**src/rtl/anc_tx_pkg.sv**
```systemverilog
// rtl/anc_tx_pkg.sv - state encoding and front-panel GPIO masks for anc_tx_ctrl
package anc_tx_pkg;

  typedef enum logic [2:0] {
    ST_IDLE  = 3'd0,
    ST_TRIG  = 3'd1,
    ST_PRE_P = 3'd2,
    ST_PRE_N = 3'd3,
    ST_GAP   = 3'd4,
    ST_DATA  = 3'd5,
    ST_DONE  = 3'd6
  } tx_state_t;

  localparam logic [11:0] GPIO_TRIG    = 12'h004;
  localparam logic [11:0] GPIO_TXACT   = 12'h040;
  localparam logic [11:0] GPIO_ACK     = 12'h010;
  localparam logic [11:0] GPIO_DONE_IN = 12'h001;
  localparam logic [11:0] GPIO_DDR     = GPIO_TRIG | GPIO_TXACT;

  function automatic int max3(input int a, input int b, input int c);
    int m;
    m = (a > b) ? a : b;
    return (m > c) ? m : c;
  endfunction

endpackage

```
**src/rtl/gpio_sync.sv**
```systemverilog
// rtl/gpio_sync.sv - two-flop synchronizer for asynchronous front-panel inputs
module gpio_sync #(
  parameter int WIDTH = 12
) (
  input  logic             clk,
  input  logic             reset,
  input  logic [WIDTH-1:0] din,
  output logic [WIDTH-1:0] dout
);

  logic [WIDTH-1:0] meta;

  always_ff @(posedge clk or negedge reset) begin
    if (!reset) begin
      meta <= '0;
      dout <= '0;
    end else begin
      meta <= din;
      dout <= meta;
    end
  end

endmodule

```
**src/rtl/anc_tx_ctrl.sv**
```systemverilog
// rtl/anc_tx_ctrl.sv - burst transmit sequencer: tag trigger, +/- preamble, gap, payload symbols
// Optional TRIG acknowledge timeout enabled by defining ANC_TX_TIMEOUT_EN.
module anc_tx_ctrl
  import anc_tx_pkg::*;
#(
  parameter int DATA_WIDTH   = 16,
  parameter int NSYMB_WIDTH  = 16,
  parameter int NSYMB        = 512,
  parameter int SYMB_LEN     = 80,
  parameter int SYNC_SIG_N   = 8192,
  parameter int SYNC_AMP     = 16384,
  parameter int TRIG_TIMEOUT = 65535
) (
  input  logic                    clk,
  input  logic                    reset,
  input  logic                    start,
  input  logic [2*DATA_WIDTH-1:0] s_tdata,
  input  logic                    s_tvalid,
  output logic                    s_tready,
  input  logic [11:0]             fp_gpio_in,
  output logic [11:0]             fp_gpio_out,
  output logic [11:0]             fp_gpio_ddr,
  output logic [DATA_WIDTH-1:0]   itx_out,
  output logic [DATA_WIDTH-1:0]   qtx_out,
  output logic                    tx_valid,
  output logic                    busy,
  output logic                    underrun,
  output logic                    timeout,
  output logic [2:0]              tx_state
);

  // One shared counter times every segment and the trigger wait, so size it for the longest.
  localparam int CNT_W = $clog2(max3(SYNC_SIG_N, SYMB_LEN, TRIG_TIMEOUT) + 1);
  localparam logic [DATA_WIDTH-1:0] AMP_P = DATA_WIDTH'(SYNC_AMP);
  localparam logic [DATA_WIDTH-1:0] AMP_N = DATA_WIDTH'(-SYNC_AMP);

  tx_state_t              state, state_nxt;
  logic [CNT_W-1:0]       cnt;
  logic [NSYMB_WIDTH-1:0] sym_cnt;
  logic [11:0]            gpio_s;
  logic                   ack, done_in, seg_end, sym_end, last_sym, trig_expired;

  gpio_sync #(.WIDTH(12)) u_sync (
    .clk   (clk),
    .reset (reset),
    .din   (fp_gpio_in),
    .dout  (gpio_s)
  );

  assign ack      = |(gpio_s & GPIO_ACK);
  assign done_in  = |(gpio_s & GPIO_DONE_IN);
  assign seg_end  = (cnt == CNT_W'(SYNC_SIG_N - 1));
  assign sym_end  = (cnt == CNT_W'(SYMB_LEN - 1));
  assign last_sym = (sym_cnt == NSYMB_WIDTH'(NSYMB - 1));

  always_ff @(posedge clk or negedge reset) begin
    if (!reset) state <= ST_IDLE;
    else        state <= state_nxt;
  end

  always_comb begin
    state_nxt = state;
    case (state)
      ST_IDLE:  if (start) state_nxt = ST_TRIG;
      ST_TRIG:  if (ack) state_nxt = ST_PRE_P;
                else if (trig_expired) state_nxt = ST_IDLE;
      ST_PRE_P: if (seg_end) state_nxt = ST_PRE_N;
      ST_PRE_N: if (seg_end) state_nxt = ST_GAP;
      ST_GAP:   if (seg_end) state_nxt = ST_DATA;
      ST_DATA:  if (sym_end && last_sym) state_nxt = ST_DONE;
      ST_DONE:  if (done_in) state_nxt = ST_IDLE;
      default:  state_nxt = ST_IDLE;
    endcase
  end

  always_comb begin
    s_tready    = (state == ST_DATA) && (cnt == '0);
    busy        = (state != ST_IDLE);
    fp_gpio_ddr = GPIO_DDR;
    fp_gpio_out = '0;
    if (state inside {ST_TRIG, ST_PRE_P, ST_PRE_N})
      fp_gpio_out = fp_gpio_out | GPIO_TRIG;
    if (state inside {ST_PRE_P, ST_PRE_N, ST_GAP, ST_DATA})
      fp_gpio_out = fp_gpio_out | GPIO_TXACT;
  end

  assign tx_state = state;

  // Every state change restarts the counters, so each segment counts from zero.
  always_ff @(posedge clk or negedge reset) begin
    if (!reset) begin
      cnt     <= '0;
      sym_cnt <= '0;
    end else if (state_nxt != state) begin
      cnt     <= '0;
      sym_cnt <= '0;
    end else begin
      case (state)
`ifdef ANC_TX_TIMEOUT_EN
        ST_TRIG:                   cnt <= cnt + CNT_W'(1);
`endif
        ST_PRE_P, ST_PRE_N, ST_GAP: cnt <= cnt + CNT_W'(1);
        ST_DATA: begin
          if (sym_end) begin
            cnt     <= '0;
            sym_cnt <= sym_cnt + NSYMB_WIDTH'(1);
          end else begin
            cnt <= cnt + CNT_W'(1);
          end
        end
        default: cnt <= cnt;
      endcase
    end
  end

  // The output register doubles as the symbol latch: loaded at the boundary, held otherwise.
  always_ff @(posedge clk or negedge reset) begin
    if (!reset) begin
      itx_out  <= '0;
      qtx_out  <= '0;
      tx_valid <= 1'b0;
    end else begin
      case (state)
        ST_PRE_P: begin itx_out <= AMP_P; qtx_out <= '0; tx_valid <= 1'b1; end
        ST_PRE_N: begin itx_out <= AMP_N; qtx_out <= '0; tx_valid <= 1'b1; end
        ST_GAP:   begin itx_out <= '0;    qtx_out <= '0; tx_valid <= 1'b1; end
        ST_DATA: begin
          tx_valid <= 1'b1;
          if (s_tready) begin
            itx_out <= s_tvalid ? s_tdata[2*DATA_WIDTH-1:DATA_WIDTH] : '0;
            qtx_out <= s_tvalid ? s_tdata[DATA_WIDTH-1:0] : '0;
          end
        end
        default:  begin itx_out <= '0;    qtx_out <= '0; tx_valid <= 1'b0; end
      endcase
    end
  end

  always_ff @(posedge clk or negedge reset) begin
    if (!reset)
      underrun <= 1'b0;
    else if (state == ST_IDLE && start)
      underrun <= 1'b0;
    else if (s_tready && !s_tvalid)
      underrun <= 1'b1;
  end

`ifdef ANC_TX_TIMEOUT_EN
  assign trig_expired = (cnt == CNT_W'(TRIG_TIMEOUT - 1));

  always_ff @(posedge clk or negedge reset) begin
    if (!reset)
      timeout <= 1'b0;
    else if (state == ST_IDLE && start)
      timeout <= 1'b0;
    else if (state == ST_TRIG && !ack && trig_expired)
      timeout <= 1'b1;
  end
`else
  assign trig_expired = 1'b0;
  assign timeout      = 1'b0;
`endif

endmodule

```
**config.mk**
```make
export PLATFORM = sky130hd
export DESIGN_NAME = anc_tx_ctrl
export DESIGN_NICKNAME = d
export VERILOG_FILES = /design/src/rtl/anc_tx_pkg.sv /design/src/rtl/gpio_sync.sv /design/src/rtl/anc_tx_ctrl.sv
export SDC_FILE = /design/constraint.sdc
export NUM_CORES = 1
export LEC_CHECK = 0
export ABC_AREA = 1
export BUFFER_PORTS_ARGS = -buffer_cell sky130_fd_sc_hd__buf_2
export CORE_UTILIZATION = 45
export DETAILED_ROUTE_END_ITERATION = 10
export MAX_ROUTING_LAYER = met4
export PLACE_DENSITY_LB_ADDON = 0.15
export SYNTH_ARGS = -nofsm -noshare
export SYNTH_HDL_FRONTEND = slang
export SYNTH_SLANG_ARGS = --single-unit
```
**constraint.sdc**
```tcl
create_clock -name clk -period 2.4 [get_ports clk]
set_input_delay 0.12 -clock clk [delete_from_list [all_inputs] [get_ports clk]]
set_output_delay 0.12 -clock clk [all_outputs]
set_load 0.01 [all_outputs]
```
==> impl_metrics.env <==
export IMPL_h_tree_depth=3
export IMPL_post_cts_resize_count=0
export IMPL_critPathCaptureType="flop"
export IMPL_synth_async_reset_ratio_pct=100
export IMPL_clock_latency_ps=340
export IMPL_period_minus_slack_ps=2040
export IMPL_cts_buffer_depth=2
export IMPL_fillCellCount=784
export IMPL_die_h_um=95.8
export IMPL_yosys_area_top_type_share_pct=46.1
export IMPL_avgRoutedWirePerCell_um=11.9
export IMPL_holdCritPathClass="input pin to flop"
export IMPL_diodes=0
export IMPL_grt_max_degree=61
export IMPL_cts_buffers_inserted=9
export IMPL_gr_usage_met2_pct=29.3
export IMPL_cts_hold_buf=4
export IMPL_outcome="complete, no violations"
export IMPL_peakVddDrop_mv=0.552
export IMPL_core_area_sq_um=8380
export IMPL_tns_ps=0
export IMPL_place_gp_congestion=0.849
export IMPL_vias=3302
export IMPL_multiInputGateArea_sq_um=1650
export IMPL_rsz0062_at_grt="no"
export IMPL_rows=33
export IMPL_cp_arrival_ps=2320
export IMPL_power_mw=3.29
export IMPL_synthCells=490
export IMPL_hpwl_mm=5.64
export IMPL_drtPass1Iterations=5
export IMPL_leakage_nw=2.46
export IMPL_powerDensity_nw_per_um2=717
export IMPL_detail_route_antenna_nets=0
export IMPL_wirelength_mm=8.08
export IMPL_yosysWarnings=0
export IMPL_ys_types=34
export IMPL_synthToLayoutAreaGrowth_pct=15.9
export IMPL_finalCritPeriodShare_pct=85.0
export IMPL_maxSlewViolCount=0
export IMPL_start_kind="flop"
export IMPL_slowest_delay_ps=400
export IMPL_grtUsageTotal_pct=19.9
export IMPL_drt_initial_drc_count=190
export IMPL_crit_type="flop to flop"
export IMPL_grt_antenna_before_repair=0
export IMPL_grt_pass1_wl_mm=13.8
export IMPL_cp_slowest_cell="dfrtp_1"
export IMPL_synth_flop_cell="dfrtp_1"
export IMPL_cts_tree="yes"
export IMPL_clkTransAtPathRegs_ps=80
export IMPL_pin_count=112
export IMPL_routed_via_density=4.86
export IMPL_start_util_pct=47.2
export IMPL_use_met1_pct=26.6
export IMPL_drive_gt1_share_pct=22.1
export IMPL_grt_pass1_vias=3047
export IMPL_top_usage_layer="met2"
export IMPL_final_hold_viol_count=0
export IMPL_syn_area_per_cell_sq_um=8.08
export IMPL_synth_top_cell_by_area="dfrtp_1"
export IMPL_cp_cell_sequence="ha_1 -> nand2_2 -> nor2_4 -> nand4_1 -> a21oi_2 -> nand4_2 -> nand2_4 -> buf_12 -> nand4_1 -> nand2_1"
export IMPL_use_met3_pct=5.29
export IMPL_overflow=0
export IMPL_maxCapViolCount=0
export IMPL_cpMostUsedCell="nand4_1"
export IMPL_root_buffer="clkbuf_8"
export IMPL_crit_required_ps=2680
export IMPL_drc=0
export IMPL_io_buffers=78
export IMPL_crit_fanout=32
export IMPL_ys_ff_latch=73
export IMPL_fp_dieW_um=95.8
export IMPL_final_setup_viol_count=0
export IMPL_synth_edff_count=0
export IMPL_syn_cell_area_sq_um=3960
export IMPL_cts_sinks=73
export IMPL_synth_yosys_seq_area_share_pct=46.1
export IMPL_nNetsFinal=622
export IMPL_ff_latch_area_sq_um=1830
export IMPL_postLayoutCoreUtil_pct=54.7
export IMPL_fin_skew_ps=13.0
export IMPL_synthTopCellsByArea="dfrtp_1, nand2_1, inv_1"
export IMPL_dieArea_sq_um=9180
export IMPL_cts_setup_buffers=0
export IMPL_fmax_mhz=490
## cell usage in the layout, fill, tap and decap left out, types with 2 or more instances in the layout
cell and count:
clkinvlp_4 2, nor2_4 2, ha_1 4, buf_2 78, xor2_1 20, conb_1 23, buf_12 3, a21oi_1 12
nand3_1 12, nor3_1 9, clkbuf_8 9, o211ai_1 2, dfrtp_1 73, nand2_1 99, inv_2 4, nand2_2 2
nor2_2 13, xnor2_1 2, nand2_4 2, dlygate4sd3_1 4, inv_6 2, clkinv_2 2, nor4_1 3, buf_4 4
nor2_1 33, nand4_1 38, inv_1 72, o21ai_0 35
## per-layer routing
metal  wire length, um  vias to the layer above
li1                  -                     1669
met1              3870                     1502
met2              3570                      122
met3               542                        9
met4               102                        0
met5                 0                        -
## kinds of logic after synthesis
family,Yosys count,share of synthesized area (%)
AO/OA/AOI/OAI,54,7.30
XOR/XNOR,22,4.87
adder cells (fa/ha/maj),4,1.26
buffers and inverters,118,14.1
flip-flops,73,46.1
other,2,0.190
AND/OR/NAND/NOR,217,26.2
## critical path: cells and delay by family (launching register included)
kind                       cells  cell delay [ps]
adders and majority gates      1              230
DFF                            1              400
and+or+nand+nor                7              910
AOI/OAI and AO/OA              1              260
buffers and inverters          1              180
## sequential cells by signal, summed over array words and instances, names as in the netlist
name         cells
tx_state         3
sym_cnt         16
tx_valid         1
underrun         1
u_sync.dout      2
qtx_out         16
cnt             16
itx_out         16
u_sync.meta      2
## final timing paths
path / startpoint / to / slack [ps] / depth (start not counted)
worst min-delay path: s_tdata[6] / qtx_out[6] / 10 / 3
worst min register to register: u_sync.meta[0] / u_sync.dout[0] / 350 / 0
min in group asynchronous: reset / qtx_out[7] / 220 / 2
worst max register to register: cnt[1] / cnt[5] / 360 / 10
max in group asynchronous: reset / cnt[4] / 1540 / 3
worst max-delay path: cnt[1] / cnt[5] / 360 / 10
## stage by stage
step	std cells	hold slack, ps	instance area [sq um]	setup slack [ps]
after floorplan	511	-176	4040	633
after global placement	660	41.3	4380	430
after detailed placement	660	49.9	4380	346
after CTS	679	2.36	4590	335
after global routing	679	8.82	4590	152
final	679	11.3	4590	359
## area by class of cell
type                    instances  share of cell area (%)
inverters                      77                    6.30
repair buffers                 89                    11.3
clock buffers                   9                    2.70
well taps                     105                    2.86
flip-flops and latches         73                    39.8
clock inverters                 6                   0.927
multi-input cells             320                    36.1
## where the power goes
| part | switching, mW | leakage (nW) | internal [mW] |
|---|---|---|---|
| sequential | 0.0650 | 1.00 | 1.29 |
| clock | 0.471 | 0.0819 | 0.373 |
| combinational | 0.758 | 1.38 | 0.336 |
## cells in the mapped netlist, drive strengths merged, types with 2 or more instances
cell type	count
a21oi	13
buf	32
clkbuf	9
conb	2
dfrtp	73
ha	4
inv	76
nand2	103
nand3	13
nand4	39
nor2	48
nor3	10
nor4	3
o211ai	2
o21ai	36
xnor2	2
xor2	20
Power figures use the tool's default switching activity.
